### config.mk
export PLATFORM = sky130hd
export DESIGN_NAME = trig_angle_sequencer
export DESIGN_NICKNAME = d
export VERILOG_FILES = /design/src/rtl/trig_pkg.sv /design/src/rtl/trig_angle_norm.sv /design/src/rtl/trig_angle_sequencer.sv
export SDC_FILE = /design/constraint.sdc
export NUM_CORES = 1
export LEC_CHECK = 0
export CAP_MARGIN = 25
export CORE_MARGIN = 8
export CORE_UTILIZATION = 53
export DETAILED_ROUTE_END_ITERATION = 16
export PLACE_DENSITY = 0.85
export SYNTH_ARGS = -nofsm -noshare
export SYNTH_HDL_FRONTEND = slang
export SYNTH_SLANG_ARGS = --single-unit
### constraint.sdc
create_clock -name clk -period 5.55 [get_ports clk]
set_input_delay 1.11 -clock clk [delete_from_list [all_inputs] [get_ports clk]]
set_output_delay 1.11 -clock clk [all_outputs]
set_load 0.05 [all_outputs]
### src/rtl/trig_pkg.sv
// Shared types and constants for the sine/cosine angle sequencer.
// Sequencer FSM states, angle constants and LUT operation encodings.
package trig_pkg;

    typedef enum logic [2:0] {
        IDLE,
        NORM,
        FETCH_SIN,
        FETCH_COS,
        DONE
    } trig_seq_state_t;

    localparam int ANGLE_FULL    = 360;
    localparam int ANGLE_HALF    = 180;
    localparam int ANGLE_QUARTER = 90;

    localparam logic LUT_OP_SIN = 1'b0;
    localparam logic LUT_OP_COS = 1'b1;

endpackage

### src/rtl/trig_angle_norm.sv
// Iterative angle normalizer: folds a signed angle into [0,360] one +/-360 step per cycle.
// Flags an error when MAX_NORM_ITERS corrections still leave the angle out of range.
module trig_angle_norm
    import trig_pkg::*;
#(
    parameter int MAX_NORM_ITERS = 16,
    parameter int DATA_W         = 32
) (
    input  logic              clk,
    input  logic              rst,
    input  logic              start,
    input  logic [DATA_W-1:0] angle_in,
    output logic              busy,
    output logic              done,
    output logic              err,
    output logic [DATA_W-1:0] angle
);

    localparam int CNT_W = $clog2(MAX_NORM_ITERS + 1);
    localparam logic signed [DATA_W-1:0] FULL = DATA_W'(ANGLE_FULL);

    logic signed [DATA_W-1:0] a_q;
    logic signed [DATA_W-1:0] a_step;
    logic [CNT_W-1:0]         cnt_q;
    logic                     in_range;
    logic                     step_in_range;
    logic                     last_step;

    // NOTE: every combinational output gets a default at the top of the block,
    // so no path through it can leave a value unassigned and infer a latch.
    always_comb begin
        in_range      = !a_q[DATA_W-1] && (a_q <= FULL);
        a_step        = a_q[DATA_W-1] ? (a_q + FULL) : (a_q - FULL);
        step_in_range = !a_step[DATA_W-1] && (a_step <= FULL);
        last_step     = (cnt_q == CNT_W'(MAX_NORM_ITERS - 1));
        // The final permitted correction is judged on its own result, so the
        // error is reported on the same cycle as the MAX_NORM_ITERS-th step.
        err           = busy && !in_range && last_step && !step_in_range;
        done          = busy && (in_range || err);
    end

    assign angle = a_q;

    // NOTE: sequential state uses non-blocking assignments so every register
    // samples the pre-edge values regardless of statement order.
    always_ff @(posedge clk) begin
        if (rst) begin
            a_q   <= '0;
            cnt_q <= '0;
            busy  <= 1'b0;
        end else if (start) begin
            a_q   <= angle_in;
            cnt_q <= '0;
            busy  <= 1'b1;
        end else if (busy) begin
            if (done) begin
                busy <= 1'b0;
            end else begin
                a_q   <= a_step;
                cnt_q <= cnt_q + CNT_W'(1);
            end
        end
    end

endmodule

### src/rtl/trig_angle_sequencer.sv
// Angle sequencer around a combinational sine/cosine LUT: normalize, fetch sin then cos, return pair.
// Optional one-entry result cache enabled by defining TRIG_SEQ_CACHE_EN.
module trig_angle_sequencer
    import trig_pkg::*;
#(
    parameter int MAX_NORM_ITERS = 16,
    parameter int DATA_W         = 32
) (
    input  logic              clk,
    input  logic              rst,
    input  logic              req_valid,
    output logic              req_ready,
    input  logic [DATA_W-1:0] req_angle,
    output logic              out_valid,
    input  logic              out_ready,
    output logic [DATA_W-1:0] out_sin,
    output logic [DATA_W-1:0] out_cos,
    output logic [DATA_W-1:0] out_angle,
    output logic              out_err,
    output logic              lut_op_selector,
    output logic [DATA_W-1:0] lut_angle,
    input  logic [DATA_W-1:0] lut_value
);

    trig_seq_state_t   state_q;
    trig_seq_state_t   state_d;

    logic              norm_start;
    logic              norm_busy;
    logic              norm_done;
    logic              norm_err;
    logic [DATA_W-1:0] norm_angle;
    logic              norm_exit;

    logic              cache_hit;
    logic [DATA_W-1:0] hit_sin;
    logic [DATA_W-1:0] hit_cos;

    trig_angle_norm #(
        .MAX_NORM_ITERS (MAX_NORM_ITERS),
        .DATA_W         (DATA_W)
    ) u_norm (
        .clk      (clk),
        .rst      (rst),
        .start    (norm_start),
        .angle_in (req_angle),
        .busy     (norm_busy),
        .done     (norm_done),
        .err      (norm_err),
        .angle    (norm_angle)
    );

    assign norm_exit = (state_q == NORM) && norm_busy && norm_done;

    always_ff @(posedge clk) begin
        if (rst) begin
            state_q <= IDLE;
        end else begin
            state_q <= state_d;
        end
    end

    always_comb begin
        state_d         = state_q;
        req_ready       = 1'b0;
        out_valid       = 1'b0;
        norm_start      = 1'b0;
        lut_op_selector = LUT_OP_SIN;
        case (state_q)
            IDLE: begin
                req_ready = 1'b1;
                if (req_valid) begin
                    norm_start = 1'b1;
                    state_d    = NORM;
                end
            end
            NORM: begin
                if (norm_exit) begin
                    state_d = (norm_err || cache_hit) ? DONE : FETCH_SIN;
                end
            end
            FETCH_SIN: begin
                state_d = FETCH_COS;
            end
            FETCH_COS: begin
                lut_op_selector = LUT_OP_COS;
                state_d         = DONE;
            end
            DONE: begin
                out_valid = 1'b1;
                if (out_ready) begin
                    state_d = IDLE;
                end
            end
            default: begin
                state_d = IDLE;
            end
        endcase
    end

    // Result and LUT-address registers; none of them move while in DONE.
    always_ff @(posedge clk) begin
        if (rst) begin
            out_sin   <= '0;
            out_cos   <= '0;
            out_angle <= '0;
            out_err   <= 1'b0;
            lut_angle <= '0;
        end else begin
            case (state_q)
                NORM: begin
                    if (norm_exit) begin
                        out_angle <= norm_angle;
                        if (norm_err) begin
                            out_err <= 1'b1;
                            out_sin <= '0;
                            out_cos <= '0;
                        end else begin
                            out_err <= 1'b0;
                            if (cache_hit) begin
                                out_sin <= hit_sin;
                                out_cos <= hit_cos;
                            end else begin
                                lut_angle <= norm_angle;
                            end
                        end
                    end
                end
                FETCH_SIN: begin
                    out_sin <= lut_value;
                end
                FETCH_COS: begin
                    out_cos <= lut_value;
                end
                default: begin
                end
            endcase
        end
    end

`ifdef TRIG_SEQ_CACHE_EN
    logic              cache_valid;
    logic [DATA_W-1:0] cache_angle;
    logic [DATA_W-1:0] cache_sin;
    logic [DATA_W-1:0] cache_cos;

    // NOTE: only the valid bit is reset; the payload is never read while
    // cache_valid is low, so clearing it would add reset fan-out for nothing.
    always_ff @(posedge clk) begin
        if (rst) begin
            cache_valid <= 1'b0;
        end else if (norm_exit && norm_err) begin
            cache_valid <= 1'b0;
        end else if (state_q == FETCH_COS) begin
            cache_valid <= 1'b1;
            cache_angle <= lut_angle;
            cache_sin   <= out_sin;
            cache_cos   <= lut_value;
        end
    end

    assign cache_hit = cache_valid && (cache_angle == norm_angle);
    assign hit_sin   = cache_sin;
    assign hit_cos   = cache_cos;
`else
    assign cache_hit = 1'b0;
    assign hit_sin   = '0;
    assign hit_cos   = '0;
`endif

endmodule

==> reports/qor.yml <==
outcome:
  run_status: "completed"
die:
  pin_count: 200
  fp.dieArea_sq_um: 19170
  fp.dieW_um: 138.5
  dieHeight_um: 138.5
  start_util_pct: 54.48
  core_area_sq_um: 14590
  rows: 44
hold_path:
  holdCritStartpoint: "out_angle[14]"
  hold_end: "out_angle[14]"
  worst_hold_path.num_cells: 2
  hold_class: "reg -> reg"
sta:
  finalHoldViolCount: 0
  max_freq_mhz: 210.3
  slew_violations: 0
  worst_clock_skew_ps: 6.467
  hold_ws_ps: 460.6
  fin_crit_sh_pct: 85.69
  rsz0062_at_grt: "false"
  tightest_slew_ps: 1023
  setup_viol: 0
  slew-limit-headroom_pct: 31.80
  setup_tns_ps: 0
  min_period_ps: 4756
synth:
  synth_async_sr_flop_share_pct: 0
  synth-compound-area-share_pct: 19.24
  synthTopCellsByArea: "dfxtp_1 (43%), nand2_1 (5.1%), mux2i_1 (4.4%), nor2_1 (4.1%), a41o_1 (4.0%)"
  synth-simple-area-share_pct: 24.42
  synthMuxAreaShare_pct: 4.408
  yosysUniqueCellTypes: 60
  synth_top_family_by_area: "simple AND/OR/NAND/NOR gates"
  synth_ff_type: "dfxtp_1"
  synth-seq-cells: 170
  ys_warn_count: 0
  syn-num-nets: 999
  synthXorXnorAreaFrac_pct: 2.424
  synth_area_per_cell_sq_um: 8.583
  synthCells: 926
  synthAdderAreaFrac_pct: 0.7872
  yosys.area.top_type_share_pct: 42.82
  netlist_area_sq_um: 7948
  ys_seq_area_share_pct: 42.82
  synth_common_cells: "dfxtp_1 (170), nand2_1 (107), nor2_1 (87), clkbuf_1 (79), nand3_1 (51)"
  synth-edff-count: 0
  synth.most_common_cell: "dfxtp_1"
  yosysTopAreaCell: "dfxtp_1"
clocking:
  post_cts_buffers: 0
  root_buffer: "clkbuf_16"
  cts_buffer_depth: 2
  hold_buffers: 0
  cts_sinks: 170
  clk_latency_ps: 430
  cts_buffers: 17
  cts_tree: "yes"
  post_cts_resize_count: 0
  clk_pin_slew_ps: 70
  htree_num_levels: 4
global_routing:
  grt_pass1_vias: 6976
  grt_pass1_wl_mm: 37.34
  grt_max_degree: 108
  antenna_found_initial: 0
  grt-ovfl-total: 0
  grt_usage_pct: 23.10
critical_path:
  crit_buf_inv: 1
  slowest_delay_ps: 800
  endpoint_kind: "register"
  critPathLaunchType: "register"
  rr_worst_depth: 10
  arrival_ps: 5080
  crit_required_ps: 5880
  path_cells: "nand4_1, nor3_2, nand3_1, xnor2_1, a211o_1, or4_1, o31a_1, buf_4, or4_1, a311oi_1"
  critPathTopFamily: "simple AND/OR/NAND/NOR gates"
  cp_slowest_cell: "nor3_2"
  rr_startpoint: "u_norm.angle[9]"
  setup.worst_path.start: "u_norm.angle[9]"
  worstSetupPathType: "reg -> reg"
  path_common_cell: "or4_1"
  ff2ff_setup_slack_ps: 790
  reg2reg_to: "u_norm.angle[12]"
  cp_max_fo: 31
drt:
  via_count: 7584
  avgViaCountPerCell: 6.038
  drc: 0
  drt_wl_total_mm: 22.89
  dr.pass1.iters: 5
  post_drt_wl_per_cell_um: 18.23
  ant_nets: 0
  initialDrtViolationCount: 722
final_layout:
  area.sequential_sq_um: 3403
  multi_input_area_sq_um: 4086
  stdcell_count: 1256
  finish.utilization_pct: 71.82
  fill_cells: 1083
  nets: 1132
  area.growth.synth_to_final_pct: 31.83
  antenna_cells: 0
  drive_gt1_share_pct: 5.877
place:
  gp_congestion: 0.9527
  dp_hpwl_mm: 15.54
  placedCellCount: 1223
  io_buffers: 199
power_and_ir_drop:
  p_per_area_nw_per_um2: 269.3
  p_leak_nw: 4.187
  power.total_mw: 2.822
  ir_drop_mv: 0.2124
job:
  cap_violations: 0
## where the power goes
group | internal [mW] | switching, mW | leakage, nW | total (mW)
registers | 1.25 | 0.0726 | 1.38 | 1.32
logic | 0.165 | 0.210 | 2.54 | 0.374
clock network | 0.607 | 0.520 | 0.270 | 1.13
## worst min-delay path, cell delays in order (launching register included)
cell and delay, ps:
dfxtp_1 310, nand2_1 50, mux2i_1 50
## logic make-up (layout without fill, tap and decap cells)
| logic type | count (synthesis) | after routing |
|---|---|---|
| buf+inv | 117 | 263 |
| compound gates | 200 | 200 |
| flops | 170 | 170 |
| simple gates | 377 | 377 |
| mux | 35 | 35 |
| fa+ha+maj | 5 | 5 |
| xor+xnor | 22 | 22 |
## placed cells by master (no fill, tap or decap), drive strengths merged, types with 18 or more instances in the layout
| cell type | Yosys | routed |
|---|---|---|
| o22ai | 33 | 33 |
| or4 | 31 | 31 |
| a21oi | 18 | 18 |
| nand2 | 107 | 107 |
| and3 | 28 | 28 |
| a41o | 32 | 32 |
| mux2i | 35 | 35 |
| nand3 | 51 | 51 |
| a311oi | 29 | 29 |
| inv | 18 | 23 |
| clkbuf | 80 | 19 |
| o31ai | 31 | 31 |
| dfxtp | 170 | 170 |
| clkdlybuf4s50 | 0 | 198 |
| nor2 | 87 | 87 |
## per-stage QoR
step | cell area, sq um | setup slack [ps]
floorplan | 7948 | 1920
global route | 10480 | 459.8
finish | 10480 | 794.3
global placement | 9867 | 1101
detailed placement | 9887 | 966.3
CTS | 10450 | 901.0
## sequential cells by signal (all words and copies together) (netlist names)
signal	count
lut_angle	32
out_angle	32
out_cos	32
out_err	1
out_sin	32
state_q	3
u_norm.angle	32
u_norm.busy	1
u_norm.cnt_q	5
## worst max path at each step
stage | to | depth (start not counted)
2_1_floorplan | u_norm.angle[12] | 10
5_1_grt | u_norm.angle[12] | 10
4_1_cts | u_norm.angle[12] | 10
3_5_place_dp | u_norm.angle[12] | 10
3_3_place_gp | u_norm.angle[17] | 10
6_report | u_norm.angle[12] | 10
## area by class of cell
class / count / share of cell area (%)
Multi-Input combinational cell: 639 / 39.00
Sequential cell: 170 / 32.48
Timing Repair Buffer: 213 / 20.28
Clock buffer: 19 / 4.323
Tap cell: 184 / 2.197
Clock inverter: 13 / 1.051
Inverter: 18 / 0.6687
## layer usage
metal | GRT usage [%] | up-vias | wire length (um)
met2 | 35.57 | 298 | 10570
met1 | 30.44 | 3563 | 10230
met5 | 0 | - | 0
li1 | - | 3695 | -
met4 | 7.780 | 0 | 422
met3 | 6.473 | 28 | 1667
No activity file was read; power rests on OpenSTA's default activity.
==> edit, RTL diff (same flow settings) <==
Build with the macro `TRIG_SEQ_CACHE_EN` defined.
--- a/src/rtl/trig_angle_sequencer.sv
+++ b/src/rtl/trig_angle_sequencer.sv
@@ -1,5 +1,7 @@
 // Angle sequencer around a combinational sine/cosine LUT: normalize, fetch sin then cos, return pair.
 // Optional one-entry result cache enabled by defining TRIG_SEQ_CACHE_EN.
+`define TRIG_SEQ_CACHE_EN
+
 module trig_angle_sequencer
     import trig_pkg::*;
 #(
Formal check against the unedited RTL: same outputs for any inputs over 4 cycles, from zero or initial values and one cycle with rst high; that may be too few to reach the edited logic, so the function may still have changed.
==> edit against the unedited design <==
Area after synthesis grew 53%; cell area up 45%; routed wire length increased by 62%; hold slack got worse by 0.0055 ns; total power is 90% higher; worst setup slack better by 0.34 ns; sequential cell count up 97; critical endpoint is now u_norm.angle[23]$_SDFFE_PP0P_.
==> edit: results (changes against the unedited design) <==
| Metric | Value |
|---|---|
| Post-Synth Adder-Cell Area | 0.005161 (-0.002711) |
| Status | finished, final reports clean |
| Pin count of the biggest net entering global routing | 65 (-40%) |
| Worst R2R Start | u_norm.angle[31]$_SDFFE_PP0P_ |
| H-tree depth | 1 (-3) |
| WL/cell | 24.38 µm (+34%) |
| XOR/XNOR share of the synthesized area | 0.03829 (+0.01405) |
| FFs w/ async S/R, synth | 0 (unchanged) |
| First-pass GRT wire length | 57.85 mm (+55%) |
| P_seq | 2.37 mW (+80%) |
| Sequential cell area fraction in the yosys report | 0.5202 (+0.09202) |
| Pleak | 5.618 nW (+34%) |
| Mux cell area share after synthesis | 0.06451 (+0.02043) |
| Initial DRC count | 974 (+35%) |
| Compound-Gate Fraction of Synth Area | 0.1848 (-0.007616) |
| Relative slew slack | 0.2904 (-0.02756) |
| Worst-Skew Late Latency | 0.57 ns (+0.14 ns) |
| Reg2reg path depth | 9 (-1) |
| Main area contributors after synthesis | dfxtp_1, edfxtp_1, o2bb2ai_2, mux2i_1, and3_1 |
| Post-Place Setup Slack | 1.269 ns (+0.3028 ns) |
| Clk_skew | 0.03560 ns (+0.02913 ns) |
| Clock tree buffer depth | 3 (+1) |
| GPL Wtd Cong | 0.9571 (+0.46%) |
| Slowest stage delay, CP | 0.90 ns (+0.10 ns) |
| Final #Nets | 1284 (+13%) |
| CP max stage cell | and4_1 |
| Commonest cells post-synth | dfxtp_1, edfxtp_1, mux2i_1, clkbuf_1, nand3_1 |
| Clk pwr | 1.80 mW (+59%) |
| Vias per cell | 6.516 (+7.9%) |
| Share of cells above drive strength 1 | 0.1217 (+0.06289) |
| NetSw | 1.776 mW (+120%) |
| Final WL | 37.03 mm (+62%) |
| CP Max Fanout | 23 (-26%) |
| Reg2reg end | u_norm.angle[23]$_SDFFE_PP0P_ |
| Number of fill cells | 1620 (+50%) |
| Initial antenna violation count | 2 (+2) |
| Worst Hold Path EP | cache_angle[13]$_DFFE_PP_ |
| Gr usage total | 0.2559 (+0.02484) |
| Worst hold start | lut_angle[13]$_SDFFE_PP0P_ |
| Final Cell Area | 15180 µm² (+45%) |
| Vias in the first global route | 9910 (+42%) |
| Post-synth cell types | 72 (+20%) |
| Syn avg cell area | 11.39 µm² (+33%) |
| VDD IR max | 306.8 µV (+44%) |
| Post-Synthesis Net Count | 1137 (+14%) |
## edit: cells by family (layout without fill, tap and decap cells)
kind of cell	Yosys count	count (layout)
flops	267	267
other cells	0	1
fa+ha+maj	5	5
compound gates	231	231
mux	78	78
simple gates	313	313
xor+xnor	53	53
buf+inv	117	286
## edit: layout make-up
| class | count | share of cell area |
|---|---|---|
| antenna | 1 | 0.0001649 |
| clock buffer | 41 | 0.05268 |
| clock inverter | 11 | 0.006265 |
| inverter | 14 | 0.003462 |
| multi-input combinational | 680 | 0.3512 |
| sequential | 267 | 0.4155 |
| tap | 285 | 0.02350 |
| timing repair buffer | 220 | 0.1472 |
## edit: per-layer routing
layer  global-route usage  up-vias  share of wire
met4               0.1056        2          0.040
met1               0.3124     4864           0.39
met5                    0        -        0.00032
met3              0.06278      127          0.087
met2               0.4280      503           0.48
li1                     -     4402              -
